**config.mk**
```make
export PLATFORM = sky130hd
export DESIGN_NAME = dmem_arbiter
export DESIGN_NICKNAME = d
export VERILOG_FILES = /design/src/rtl/dmem_pkg.sv /design/src/rtl/dmem_arb_core.sv /design/src/rtl/dmem_arbiter.sv
export SDC_FILE = /design/constraint.sdc
export NUM_CORES = 1
export LEC_CHECK = 0
export BUFFER_PORTS_ARGS = -buffer_cell sky130_fd_sc_hd__buf_4
export CAP_MARGIN = 20
export CORE_MARGIN = 10
export CORE_UTILIZATION = 32
export DETAILED_ROUTE_END_ITERATION = 6
export PLACE_DENSITY = 0.8
export SYNTH_ARGS = -nofsm -noshare
export SYNTH_HDL_FRONTEND = slang
export SYNTH_HIERARCHICAL = 1
export SYNTH_SLANG_ARGS = --single-unit
```
**constraint.sdc**
```tcl
create_clock -name clk -period 3.2 [get_ports clk]
set_clock_uncertainty 0.1 [all_clocks]
set_input_delay 0 -clock clk [delete_from_list [all_inputs] [get_ports clk]]
set_output_delay 0 -clock clk [all_outputs]
set_load 0.05 [all_outputs]
```
**src/rtl/dmem_pkg.sv**
```systemverilog
// Shared types for the data-memory arbiter: capture FSM states and grant encoding.
package dmem_pkg;

    typedef enum logic [1:0] {
        IDLE    = 2'd0,
        CAPTURE = 2'd1,
        DONE    = 2'd2
    } cap_state_t;

    typedef enum logic [1:0] {
        GNT_NONE = 2'd0,
        GNT_CPU  = 2'd1,
        GNT_CAM  = 2'd2
    } grant_t;

endpackage

```
**src/rtl/dmem_arb_core.sv**
```systemverilog
// Priority arbiter between CPU and camera with a starvation counter that
// forces a camera slot after STARVE_MAX consecutive denied cycles.
module dmem_arb_core
    import dmem_pkg::*;
#(
    parameter int STARVE_MAX = 4
) (
    input  logic   clk,
    input  logic   reset,
    input  logic   cpu_req,
    input  logic   cam_wr,
    output grant_t grant
);

    localparam int CNT_W = $clog2(STARVE_MAX + 1);
    localparam logic [CNT_W-1:0] CNT_MAX = CNT_W'(STARVE_MAX);

    logic [CNT_W-1:0] starve_cnt;

    function automatic logic [CNT_W-1:0] sat_inc(input logic [CNT_W-1:0] v);
        if (v >= CNT_MAX) begin
            return CNT_MAX;
        end
        return v + 1'b1;
    endfunction

    // Reset suppresses every grant so no memory write can slip out that cycle.
    always_comb begin
        grant = GNT_NONE;
        if (reset) begin
            grant = GNT_NONE;
        end else if (cam_wr && (starve_cnt == CNT_MAX)) begin
            grant = GNT_CAM;
        end else if (cpu_req) begin
            grant = GNT_CPU;
        end else if (cam_wr) begin
            grant = GNT_CAM;
        end
    end

    always_ff @(posedge clk) begin
        if (reset) begin
            starve_cnt <= '0;
        end else if (!cam_wr || (grant == GNT_CAM)) begin
            starve_cnt <= '0;
        end else begin
            starve_cnt <= sat_inc(starve_cnt);
        end
    end

endmodule

```
**src/rtl/dmem_arbiter.sv**
```systemverilog
// Shares the single-port data memory between the CPU memory stage and the
// camera frame writer; holds the capture FSM, frame word index and memory muxes.
module dmem_arbiter
    import dmem_pkg::*;
#(
    parameter int                DATA_W      = 32,
    parameter int                ADDR_W      = 32,
    parameter logic [ADDR_W-1:0] FB_BASE     = ADDR_W'(32'h0000_1000),
    parameter int                FRAME_WORDS = 1024,
    parameter int                STARVE_MAX  = 4
) (
    input  logic              clk,
    input  logic              reset,
    input  logic              cpu_req,
    input  logic              cpu_we,
    input  logic [ADDR_W-1:0] cpu_addr,
    input  logic [DATA_W-1:0] cpu_wdata,
    output logic [DATA_W-1:0] cpu_rdata,
    output logic              cpu_stall,
    input  logic              cam_start,
    input  logic              cam_valid,
    input  logic [DATA_W-1:0] cam_data,
    output logic              cam_ready,
    output logic              frame_done,
    output logic              capturing,
    output logic              mem_we,
    output logic [ADDR_W-1:0] mem_addr,
    output logic [DATA_W-1:0] mem_wdata,
    input  logic [DATA_W-1:0] mem_rdata
);

    localparam int WIDX_W = (FRAME_WORDS > 1) ? $clog2(FRAME_WORDS) : 1;
    localparam logic [WIDX_W-1:0] WIDX_LAST = WIDX_W'(FRAME_WORDS - 1);

    cap_state_t        state;
    logic [WIDX_W-1:0] widx;
    logic              cam_wr;
    grant_t            grant;
    logic              last_word;

    assign capturing  = (state == CAPTURE);
    assign frame_done = (state == DONE);
    assign cam_wr     = capturing && cam_valid;
    assign last_word  = (widx == WIDX_LAST);

    dmem_arb_core #(
        .STARVE_MAX(STARVE_MAX)
    ) u_core (
        .clk    (clk),
        .reset  (reset),
        .cpu_req(cpu_req),
        .cam_wr (cam_wr),
        .grant  (grant)
    );

    function automatic logic [ADDR_W-1:0] fb_addr(input logic [WIDX_W-1:0] idx);
        return FB_BASE + (ADDR_W'(idx) << 2);
    endfunction

    // Memory-side muxes; the CPU path is the default so idle cycles still
    // present cpu_addr for combinational reads.
    always_comb begin
        mem_we    = 1'b0;
        mem_addr  = cpu_addr;
        mem_wdata = cpu_wdata;
        cpu_stall = 1'b0;
        cam_ready = 1'b0;
        case (grant)
            GNT_CPU: begin
                mem_we = cpu_we;
            end
            GNT_CAM: begin
                mem_we    = 1'b1;
                mem_addr  = fb_addr(widx);
                mem_wdata = cam_data;
                cam_ready = 1'b1;
                cpu_stall = cpu_req;
            end
            default: begin
                mem_we = 1'b0;
            end
        endcase
        // Pixels arriving outside a capture are drained and dropped.
        if (!capturing && cam_valid) begin
            cam_ready = 1'b1;
        end
        if (reset) begin
            mem_we    = 1'b0;
            cpu_stall = 1'b0;
            cam_ready = 1'b0;
        end
    end

    assign cpu_rdata = mem_rdata;

    always_ff @(posedge clk) begin
        if (reset) begin
            state <= IDLE;
            widx  <= '0;
        end else begin
            case (state)
                IDLE: begin
                    widx <= '0;
                    if (cam_start) begin
                        state <= CAPTURE;
                    end
                end
                CAPTURE: begin
                    if (grant == GNT_CAM) begin
                        if (last_word) begin
                            widx  <= '0;
                            state <= DONE;
                        end else begin
                            widx <= widx + 1'b1;
                        end
                    end
                end
                DONE: begin
                    state <= IDLE;
                end
                default: begin
                    state <= IDLE;
                    widx  <= '0;
                end
            endcase
        end
    end

endmodule

```
Yosys cells after proc, flatten, opt, wreduce, memory -nomap -nowiden
Index checks and enable logic that the tools add are counted.
{"block": "word_totals", "output_inout_bits": 101, "ff_bits": 15, "in_bits": 134}
{"block": "classes", "n_eq_ne": 9, "add_sub_neg": 3, "n_lt_le_gt_ge": 1, "bitwise_logic": 1, "muxes": 25, "n_reduce_logical": 10}
{"cell": "32-bit 2-to-1 mux", "n": 2}
{"cell": "10-bit 2-to-1 mux", "n": 2}
{"cell": "10-bit one-hot mux with 2 select lines", "n": 1}
{"cell": "13-bit by 12-bit adder with 14-bit output, first input constant", "n": 1}
{"cell": "2-bit 2-to-1 mux", "n": 7}
{"cell": "10-bit by 1-bit adder with 10-bit output, second input constant", "n": 1}
{"cell": "10-bit == test, second input constant", "n": 1}
{"cell": "1-bit 2-to-1 mux", "n": 9}
{"cell": "3-bit 2-to-1 mux", "n": 2}
{"cell": "2-bit by 1-bit == test with 1-bit output, second input constant", "n": 2}
{"cell": "2-bit == test, second input constant", "n": 2}
{"cell": "2-bit by 1-bit != test with 1-bit output, second input constant", "n": 2}
{"cell": "2-bit one-hot mux with 2 select lines", "n": 1}
{"cell": "3-bit by 1-bit adder with 3-bit output, second input constant", "n": 1}
{"cell": "3-bit == test, second input constant", "n": 1}
{"cell": "3-bit >= comparator, second input constant", "n": 1}
{"cell": "1-bit logical AND", "n": 3}
{"cell": "3-bit AND reduction", "n": 1}
{"cell": "1-bit logical NOT", "n": 2}
{"cell": "2-bit logical NOT", "n": 1}
{"cell": "2-bit != test, second input constant", "n": 1}
{"cell": "1-bit one-hot mux with 2 select lines", "n": 1}
{"cell": "2-bit AND reduction", "n": 1}
{"cell": "2-bit OR reduction", "n": 1}
{"cell": "other kinds (2)", "n": 2}

Longest topological paths before layout
Gate-level depths: netlist (run 1).
{"block": "depth", "word_depth": 11, "ltp_mapped": 11, "ltp_nobuf": 10}

Modules after synthesis
The synthesis (run 1) kept the hierarchy.
{"mod": "dmem_arbiter", "cells_each": 187, "area_per_inst_um2": 1577.8, "instances": 1, "seq_area_each_um2": 240.2}
{"mod": "dmem_arb_core", "cells_each": 18, "area_per_inst_um2": 181.4, "instances": 1, "seq_area_each_um2": 60.1}

Worst setup path after synthesis (run 1)
OpenSTA, ideal clock, no wires.
{"block": "synth_path", "path_kind": "register to output", "start": "register state[1]", "end": "output port mem_we", "slack_ns": 0.067, "required_ns": 3.100, "stages_incl_launch_ff": 11, "arrival_ns": 3.033, "path_cell_list": "dfxtp_1 -> nand2b_1 -> inv_1 -> and2_1 -> nand2b_1 -> a21oi_1 -> ha_1 -> buf_6 -> clkbuf_1 -> a21oi_1 -> nor3_1"}
{"block": "synth_between", "elab_chain_len": 9, "elab_cells_between_ends": 11}
{"item": "start, declared", "line": "dmem_arbiter.sv:35", "rtl": "cap_state_t state;"}
{"item": "start signal, assigned", "line": "dmem_arbiter.sv:98", "rtl": "state <= IDLE;"}
{"item": "start signal, assigned", "line": "dmem_arbiter.sv:105", "rtl": "state <= CAPTURE;"}
{"item": "start signal, assigned", "line": "dmem_arbiter.sv:112", "rtl": "state <= DONE;"}
{"item": "2-bit by 1-bit == test with 1-bit output (*)", "line": "dmem_arbiter.sv:41", "rtl": "assign capturing = (state == CAPTURE);"}
{"item": "net capturing", "line": "dmem_arbiter.sv:25", "rtl": "output logic capturing,"}
{"item": "1-bit logical AND (*)", "line": "dmem_arbiter.sv:43", "rtl": "assign cam_wr = capturing && cam_valid;"}
{"item": "net cam_wr", "line": "dmem_arbiter.sv:37", "rtl": "logic cam_wr;"}
{"item": "2-bit 2-to-1 mux", "line": "dmem_arb_core.sv:36", "rtl": "end else if (cam_wr) begin"}
{"item": "2-bit 2-to-1 mux", "line": "dmem_arb_core.sv:34", "rtl": "end else if (cpu_req) begin"}
{"item": "2-bit 2-to-1 mux (*)", "line": "dmem_arb_core.sv:32", "rtl": "end else if (cam_wr && (starve_cnt == CNT_MAX)) begin"}
{"item": "2-bit 2-to-1 mux (*)", "line": "dmem_arb_core.sv:30", "rtl": "if (reset) begin"}
{"item": "net grant[1]", "line": "dmem_arbiter.sv:38", "rtl": "grant_t grant;"}
{"item": "2-bit == test / 2-bit by 1-bit == test with 1-bit output (equally long branches)", "line": "dmem_arbiter.sv:68", "rtl": "case (grant)"}
{"item": "1-bit one-hot mux with 2 select lines (*)", "line": "dmem_arbiter.sv:68"}
{"item": "1-bit 2-to-1 mux (*)", "line": "dmem_arbiter.sv:87", "rtl": "if (reset) begin"}
{"item": "end, declared", "line": "dmem_arbiter.sv:26", "rtl": "output logic mem_we,"}
The timed path passes the listed nets; every way through them passes the cells marked *.

Worst setup path after layout (run 1)
{"block": "layout_path", "start": "register state[1]", "end": "register widx[6]"}
{"block": "layout_between", "elab_cells_between_ends": 13}
{"item": "2-bit by 1-bit == test with 1-bit output", "line": "dmem_arbiter.sv:41"}
{"item": "1-bit logical AND", "line": "dmem_arbiter.sv:43"}
{"item": "net cam_wr", "line": "dmem_arbiter.sv:37"}
{"item": "1-bit logical AND", "line": "dmem_arb_core.sv:32"}
{"item": "2-bit 2-to-1 mux", "line": "dmem_arb_core.sv:32"}
{"item": "2-bit 2-to-1 mux", "line": "dmem_arb_core.sv:30"}
{"item": "net grant[0]", "line": "dmem_arbiter.sv:38"}
{"item": "2-bit == test", "line": "dmem_arbiter.sv:109", "rtl": "if (grant == GNT_CAM) begin"}
{"item": "2-bit by 1-bit != test with 1-bit output (no line)"}
{"item": "2-bit AND reduction (no line)"}
{"item": "end signal, assigned", "line": "dmem_arbiter.sv:114", "rtl": "widx <= widx + 1'b1;"}
{"item": "end, declared", "line": "dmem_arbiter.sv:36", "rtl": "logic [WIDX_W-1:0] widx;"}
The timed path passes the listed nets, and every way through them passes these cells.
A chain may end at the register's enable or synchronous reset.

==> run metrics, run 1 <==
leakage=1.52 nW; clock sinks=15; GRT Overall Usage=0.197; largest family of logic cells by synthesized area=multiplexers; wire per inst=21.3 µm; simple-gate share of the synthesized area=0.256; hold path cells=4; utilization after layout=0.623; Die X=94.1 µm; vias per cell=4.77; Routability Congestion=0.772; Mapped Nets=344; clock buffer depth=2; Post-Syn Instances=205; Tightest Hold Check Type=input port to flop; Slew HR=0.501; Reg2Reg Capture Point=widx[6]; H-tree depth=1; minimum clock period=2870 ps; post-synthesis compound-gate area fraction=0.0633; Layout area overhead=84.4%; synth cell count leaders=42 x mux2_2, 32 x buf_4, 22 x nor2b_1; Max Cap Viol=0; register area=300 µm²; layout cell share with drive strength beyond 1=0.603; top cells by area, synth=mux2_2 27%, dfxtp_1 17%, buf_4 14%, nor2b_1 7.8%, ha_1 3.6%; # rows=26; die height=94.1 µm; Crit Path Class=flop to flop; crit path launch type=flop; DP Area=2850 µm²; crit share post-route=0.896; fin. max-slew vios=0; sequential share of the synthesized area=0.171; clock slew at reported path FFs=60 ps; input/output buffers=170; r2r worst-path depth=10; count leader, synth=mux2_2; root buffer cell=clkbuf_8; CTS tree=built; Yosys top cell area share=0.269; Vias=2122; Slew @ Worst Pin=747 ps; Worst Hold End=u_core/starve_cnt[2]; mux share of post-synthesis cell area=0.269; Core Box Area=5200 µm²; Synth area leader=mux2_2; setup slack after layout=332 ps; vias in the first global route=2423; Detail Route Antenna Nets=0; HP Start=cam_valid; GRT overflow=0; # setup viols final=0; Critical Path AT=2910 ps; setup slack at placement=358 ps; Total Power=0.901 mW; r2r setup slk=330 ps; aggregate routed wire length=9.47 mm; cell area after layout=3240 µm²; count of different cell masters after synthesis=43; Diodes inserted=0; final hold vios=0; Yosys reg bits=15; global-route wire length before repair=13.6 mm; Main synth FF type=dfxtp_1; Mean Syn Cell Area=8.58 µm²; Synthesis Warnings=6; RSZ-0062 raised after global routing=no; run status=complete, no violations; Multi-input gate area=1140 µm²; Post-route DRC=0; Initial DRC Count=85; Async S/R FF share, synth=0; total iterations of the first detailed-routing run=4; final-layout fill cell count=449; Fmax=0.349 GHz; XOR/XNOR Fraction of Synth Area=0.0249; PD cells=278 nW/µm²; IO Pins=235; Worst Path Max Fanout=6; die area=8860 µm²; Post-synth EDFFs=0; Final TNS setup=0 ps; Crit. End Element=flop; FF-to-FF Start=state[1]; Initial Util=0.338; Adder-Cell Fraction of Synth Area=0.0356; Post-CTS Setup Inserts=0; DP Wirelength=7.03 mm; antenna violations before repair=0; largest net degree at the start of global routing=42; TritonCTS Buffers=3; Final nets=515; critical path required time=3240 ps; Post-Synthesis Cell Area=1760 µm²; Worst-Skew Late Latency=250 ps; worst vdd ir=0.160 mV
[sequential cells by signal, indices dropped and copies added (netlist names)]
register and count:
state 2, u_core/starve_cnt 3, widx 10
[where the power goes]
group	total [mW]	internal (mW)	switching (mW)	leakage, nW
sequential	0.190	0.188	0.00150	0.121
clock	0.152	0.0882	0.0636	0.0228
combinational	0.559	0.211	0.349	1.38
[layer usage]
layer | vias to the layer above | wire length (µm) | global-route usage
met3 | 9 | 902 | 0.0735
li1 | 1014 | - | -
met4 | 0 | 105 | 0.0418
met1 | 979 | 3200 | 0.180
met2 | 120 | 5260 | 0.394
met5 | - | 0 | 0
[worst max-delay path by stage]
stage,start,to
2_1_floorplan,state[1],mem_we
3_3_place_gp,state[1],widx[6]
3_5_place_dp,state[1],widx[6]
4_1_cts,state[1],widx[6]
5_1_grt,state[1],widx[4]
6_report,state[1],widx[6]
[through the flow]
stage | std cells | hold WS (ps)
6_report | 445 | 149
5_1_grt | 445 | 159
4_1_cts | 445 | 140
3_5_place_dp | 406 | -99.7
3_3_place_gp | 406 | -99.7
2_1_floorplan | 205 | 48.0
[cells in the final DEF (no fill, tap or decap), drive strengths merged, types with 4 or more instances in the layout]
cell	Yosys	layout
dfxtp	15	15
inv	7	7
nor3	5	5
mux2	42	42
clkbuf	6	4
nor2	9	9
nand2b	5	5
buf	34	172
xnor2	4	4
nor2b	22	22
ha	5	5
a21oi	6	6
nand2	9	9
dlygate4sd3	0	35
[repair_timing]
item                                    in CTS  in global routing
hold buffers                                35                  0
endpoints found under the hold margin       40                  0
resized for setup                            0                  0
endpoints found under the setup margin       0                  0
[kinds of logic after synthesis]
| kind of cell | count (synthesis) |
|---|---|
| adder cells (fa/ha/maj) | 5 |
| flip-flops | 15 |
| XOR/XNOR | 5 |
| AO/OA/AOI/OAI | 16 |
| multiplexers | 42 |
| buffers and inverters | 48 |
| AND/OR/NAND/NOR | 74 |
[critical path: stages (launching register included)]
cell      delay [ps]
dfxtp_1          370
nand2b_1         240
inv_1            100
and2_1           220
a311oi_2         320
inv_1             80
ha_2             230
nor3b_1          620
nor4_1           150
xor2_1           170
and2_1           170
[cell type report]
type / instances / area share
timing repair buffer: 207 / 0.506
multi-input combinational: 142 / 0.352
sequential: 15 / 0.0926
tap: 70 / 0.0270
clock buffer: 4 / 0.0139
inverter: 7 / 0.00810
(Power assumes the default switching activity.)
==> run 2, diff against run 1 <==
- MAX_ROUTING_LAYER: not set -> met4
==> run metrics, run 2 (synthesized netlist as in run 1, its figures left out) <==
Crit path max-delay family=simple AND/OR/NAND/NOR gates; Fmax=0.347 GHz; # setup viols final=0; die height=94.1 µm; Max Cap Viol=0; register with the most flip-flops=widx; top flop regs=widx x10, u_core/starve_cnt x3, state x2; Placed Instances=406; Worst Path Max Fanout=6; most frequent cells in the layout=172 x buf_4, 42 x mux2_2, 35 x dlygate4sd3_1; setup slack after layout=318 ps; Final TNS setup=0 ps; Critical Path AT=2930 ps; Crit Path Class=flop to flop; leakage=1.52 nW; worst path cell trace=nand2b_1 -> inv_1 -> and2_1 -> a311oi_2 -> inv_1 -> ha_2 -> nor3b_1 -> nor4_1 -> xor2_1 -> and2_1; largest net degree at the start of global routing=42; IO Pins=235; Initial Util=0.338; Slew @ Worst Pin=754 ps; Final nets=515; Post-CTS Resized=0; Detail Route Antenna Nets=0; H-tree depth=1; WL met2=5.27 mm; clock sinks=15; post-route insts no fill=445; Worst-Skew Late Latency=250 ps; clock slew at reported path FFs=60 ps; commonest non-fill, non-tap cell in the layout=buf_4; max reg flops=10; run status=complete, no violations; crit path launch type=flop; vias per cell=4.77; clock buffer depth=2; Post-CTS Setup Inserts=0; PD cells=278 nW/µm²; Post-route DRC=0; Die X=94.1 µm; RSZ-0062 raised after global routing=no; GRT Overall Usage=0.202; vias in the first global route=2415; CP max-delay cell=nor3b_1; Buf/Inv on CP=2; wire per inst=21.2 µm; Crit. End Element=flop; Routability Congestion=0.783; global-route wire length before repair=13.6 mm; wl on met1=3.47 mm; Tightest Hold Check Type=input port to flop; # rows=26; minimum clock period=2880 ps; Core Box Area=5200 µm²; aggregate routed wire length=9.45 mm; total iterations of the first detailed-routing run=4; worst vdd ir=0.161 mV; TritonCTS Buffers=3; DP Wirelength=7.03 mm; input/output buffers=170; max incr delay on CP=630 ps; Layout area overhead=84.4%; final hold vios=0; hold buffers post-CTS=35; Initial DRC Count=82; Diodes inserted=0; met3 routed WL=614 µm; Slew HR=0.496; antenna violations before repair=0; critical path required time=3250 ps; Vias=2122; layout cell share with drive strength beyond 1=0.603; root buffer cell=clkbuf_8; crit share post-route=0.901; die area=8860 µm²; GRT overflow=0; CTS tree=built; fin. max-slew vios=0; setup slack at placement=358 ps; top sig layer=met4
run 2: worst reg2reg max path, cell delays in order (launching register included):
cell and delay, ps:
dfxtp_1 370, nand2b_1 240, inv_1 100, and2_1 220
a311oi_2 320, inv_1 80, ha_2 230, nor3b_1 630
nor4_1 150, xor2_1 170, and2_1 170
run 2: layout make-up:
class	instances	area, µm²
clock buffers	4	45.0
flip-flops and latches	15	300
well taps	70	87.6
repair buffers	207	1640
multi-input cells	142	1140
inverters	7	26.3
fillers	449	1960
run 2: power by group:
group / internal (mW) / switching [mW]
Clock: 0.0882 / 0.0649
Combinational: 0.211 / 0.349
Sequential: 0.188 / 0.00149
Total: 0.487 / 0.415
run 2: path summary, 6_finish.rpt:
path | slack (ps) | endpoint | cells after the start | start
hold reg to reg | 360 | u_core/starve_cnt[0] | 1 | u_core/starve_cnt[0]
setup reg to reg | 320 | widx[6] | 10 | state[1]
hold / removal | 150 | u_core/starve_cnt[2] | 4 | cam_valid
setup / recovery | 320 | widx[6] | 10 | state[1]
run 2: layer usage:
metal / track usage / vias to the layer above
met1: 0.199 / 977
li1: - / 1016
met2: 0.394 / 119
met3: 0.0408 / 10
met4: 0.0418 / 0
met5: - / -
run 2: metrics by stage:
step / power [mW] / utilization / cell area, µm² / hold WS, ps
2_1_floorplan: 0.557 / - / 1760 / 48.0
4_1_cts: 0.904 / 0.623 / 3240 / 140
3_3_place_gp: 0.632 / 0.547 / 2850 / -99.7
6_report: 0.902 / 0.623 / 3240 / 147
5_1_grt: 0.936 / 0.623 / 3240 / 159
3_5_place_dp: 0.637 / 0.547 / 2850 / -99.7
==> run 3, diff against run 2 <==
- CELL_PAD_IN_SITES_DETAIL_PLACEMENT: not set -> 1
- CELL_PAD_IN_SITES_GLOBAL_PLACEMENT: not set -> 1
- CORE_UTILIZATION: 32 -> 19
- PLACE_DENSITY: 0.8 -> 0.78
- RECOVER_POWER: not set -> 50
- REMOVE_ABC_BUFFERS: not set -> 1
==> run metrics, run 3 (synthesized netlist as in run 1, its figures left out) <==
run status=complete, no violations; Total Power=0.894 mW; DP Wirelength=7.79 mm; critical path required time=3100 ps; Worst-Skew Late Latency=250 ps; Die X=116 µm; utilization after layout=0.354; crit path launch type=flop; Final nets=515; antenna violations before repair=0; worst path cell trace=nand2b_1 -> inv_1 -> and2_1 -> nand2b_1 -> a21oi_1 -> ha_2 -> buf_4 -> mux2_2 -> buf_4; Post-route DRC=0; Fmax=0.348 GHz; setup slack after layout=328 ps; crit share post-route=0.898; commonest non-fill, non-tap cell in the layout=buf_4; worst hold margin=185 ps; Tightest Hold Check Type=input port to flop; cell area after layout=3220 µm²; Max Cap Viol=0; Final TNS setup=0 ps; Initial DRC Count=88; input/output buffers=170; Crit. End Element=primary output; CP max-delay cell=buf_4; global-route wire length before repair=14.1 mm; Diodes inserted=0; Crit Path Class=flop to primary output; CTS tree=built; clock slew at reported path FFs=60 ps; clock buffer depth=2; Initial Util=0.193; H-tree depth=1; leakage=1.48 nW; most frequent cells in the layout=154 x buf_4, 42 x mux2_2, 35 x dlygate4sd3_1; vias per cell=4.33; max incr delay on CP=510 ps; fin. max-slew vios=0; Critical Path AT=2770 ps; final hold vios=0; TritonCTS Buffers=3; Vias=2103; Core Box Area=9110 µm²; aggregate routed wire length=10.1 mm; RSZ-0062 raised after global routing=no; IO Pins=235; # setup viols final=0; total iterations of the first detailed-routing run=4; clock sinks=15; register with the most flip-flops=widx; largest net degree at the start of global routing=56; Post-CTS Resized=0; post-route insts no fill=486; Routability Congestion=0.870; root buffer cell=clkbuf_8; DP Area=2900 µm²; Slew @ Worst Pin=712 ps; setup slack at placement=346 ps; r2r setup slk=350 ps; # rows=35; PD cells=277 nW/µm²; GRT Overall Usage=0.139; worst vdd ir=0.112 mV; GRT overflow=0; Detail Route Antenna Nets=0; vias in the first global route=2285; die height=116 µm; Worst Path Max Fanout=55; die area=13500 µm²; Placed Instances=447; wire per inst=20.8 µm; top flop regs=widx x10, u_core/starve_cnt x3, state x2; Layout area overhead=83.3%; layout cell share with drive strength beyond 1=0.587; minimum clock period=2870 ps; max reg flops=10; Slew HR=0.524
[run 3: cell types whose count changed in the layout (fill, tap and decap cells not counted)]
cell / change
buf_4: -18
clkbuf_2: +15
clkbuf_1: +3
a311oi_1: +1
a311oi_2: -1
nand3b_1: +1
nand3b_4: -1
o21ai_1: +1
o21ai_2: -1
[run 3: repair_timing]
item	CTS	global route
hold buffers	35	0
buffers inserted	0	0
endpoints found under the hold margin	40	0
[run 3: layer usage]
layer | share of wire | wire length (µm) | global-route usage
met5 | 0 | 0 | -
met3 | 0.083 | 837 | 0.0467
met2 | 0.50 | 5080 | 0.223
met1 | 0.40 | 4000 | 0.163
met4 | 0.017 | 170 | 0.0350
[run 3: report_power, final]
part | internal, mW | switching (mW)
Clock | 0.0883 | 0.0673
Sequential | 0.188 | 0.00157
Combinational | 0.201 | 0.348
[run 3: worst paths after layout]
| kind | startpoint | endpoint | cells after the start |
|---|---|---|---|
| worst max-delay path | state[0] | mem_wdata[25] | 9 |
| worst max register to register | state[1] | widx[6] | 10 |
| worst min register to register | u_core/starve_cnt[0] | u_core/starve_cnt[0] | 1 |
| worst min-delay path | cam_valid | u_core/starve_cnt[0] | 4 |
[run 3: final cells by class]
class	instances	area (µm²)
Sequential cell	15	300
Clock buffer	4	45.0
Inverter	7	26.3
Fill cell	1097	5880
Timing Repair Buffer	207	1590
Multi-Input combinational cell	142	1120
Tap cell	111	139
[run 3: worst max-delay path: cells and delay by family (launching register included)]
kind	cells	cell delay, ps
muxes	1	450
AOI/OAI and AO/OA	1	170
buffers and inverters	3	820
adders and majority gates	1	240
DFF	1	400
and+or+nand+nor	3	390
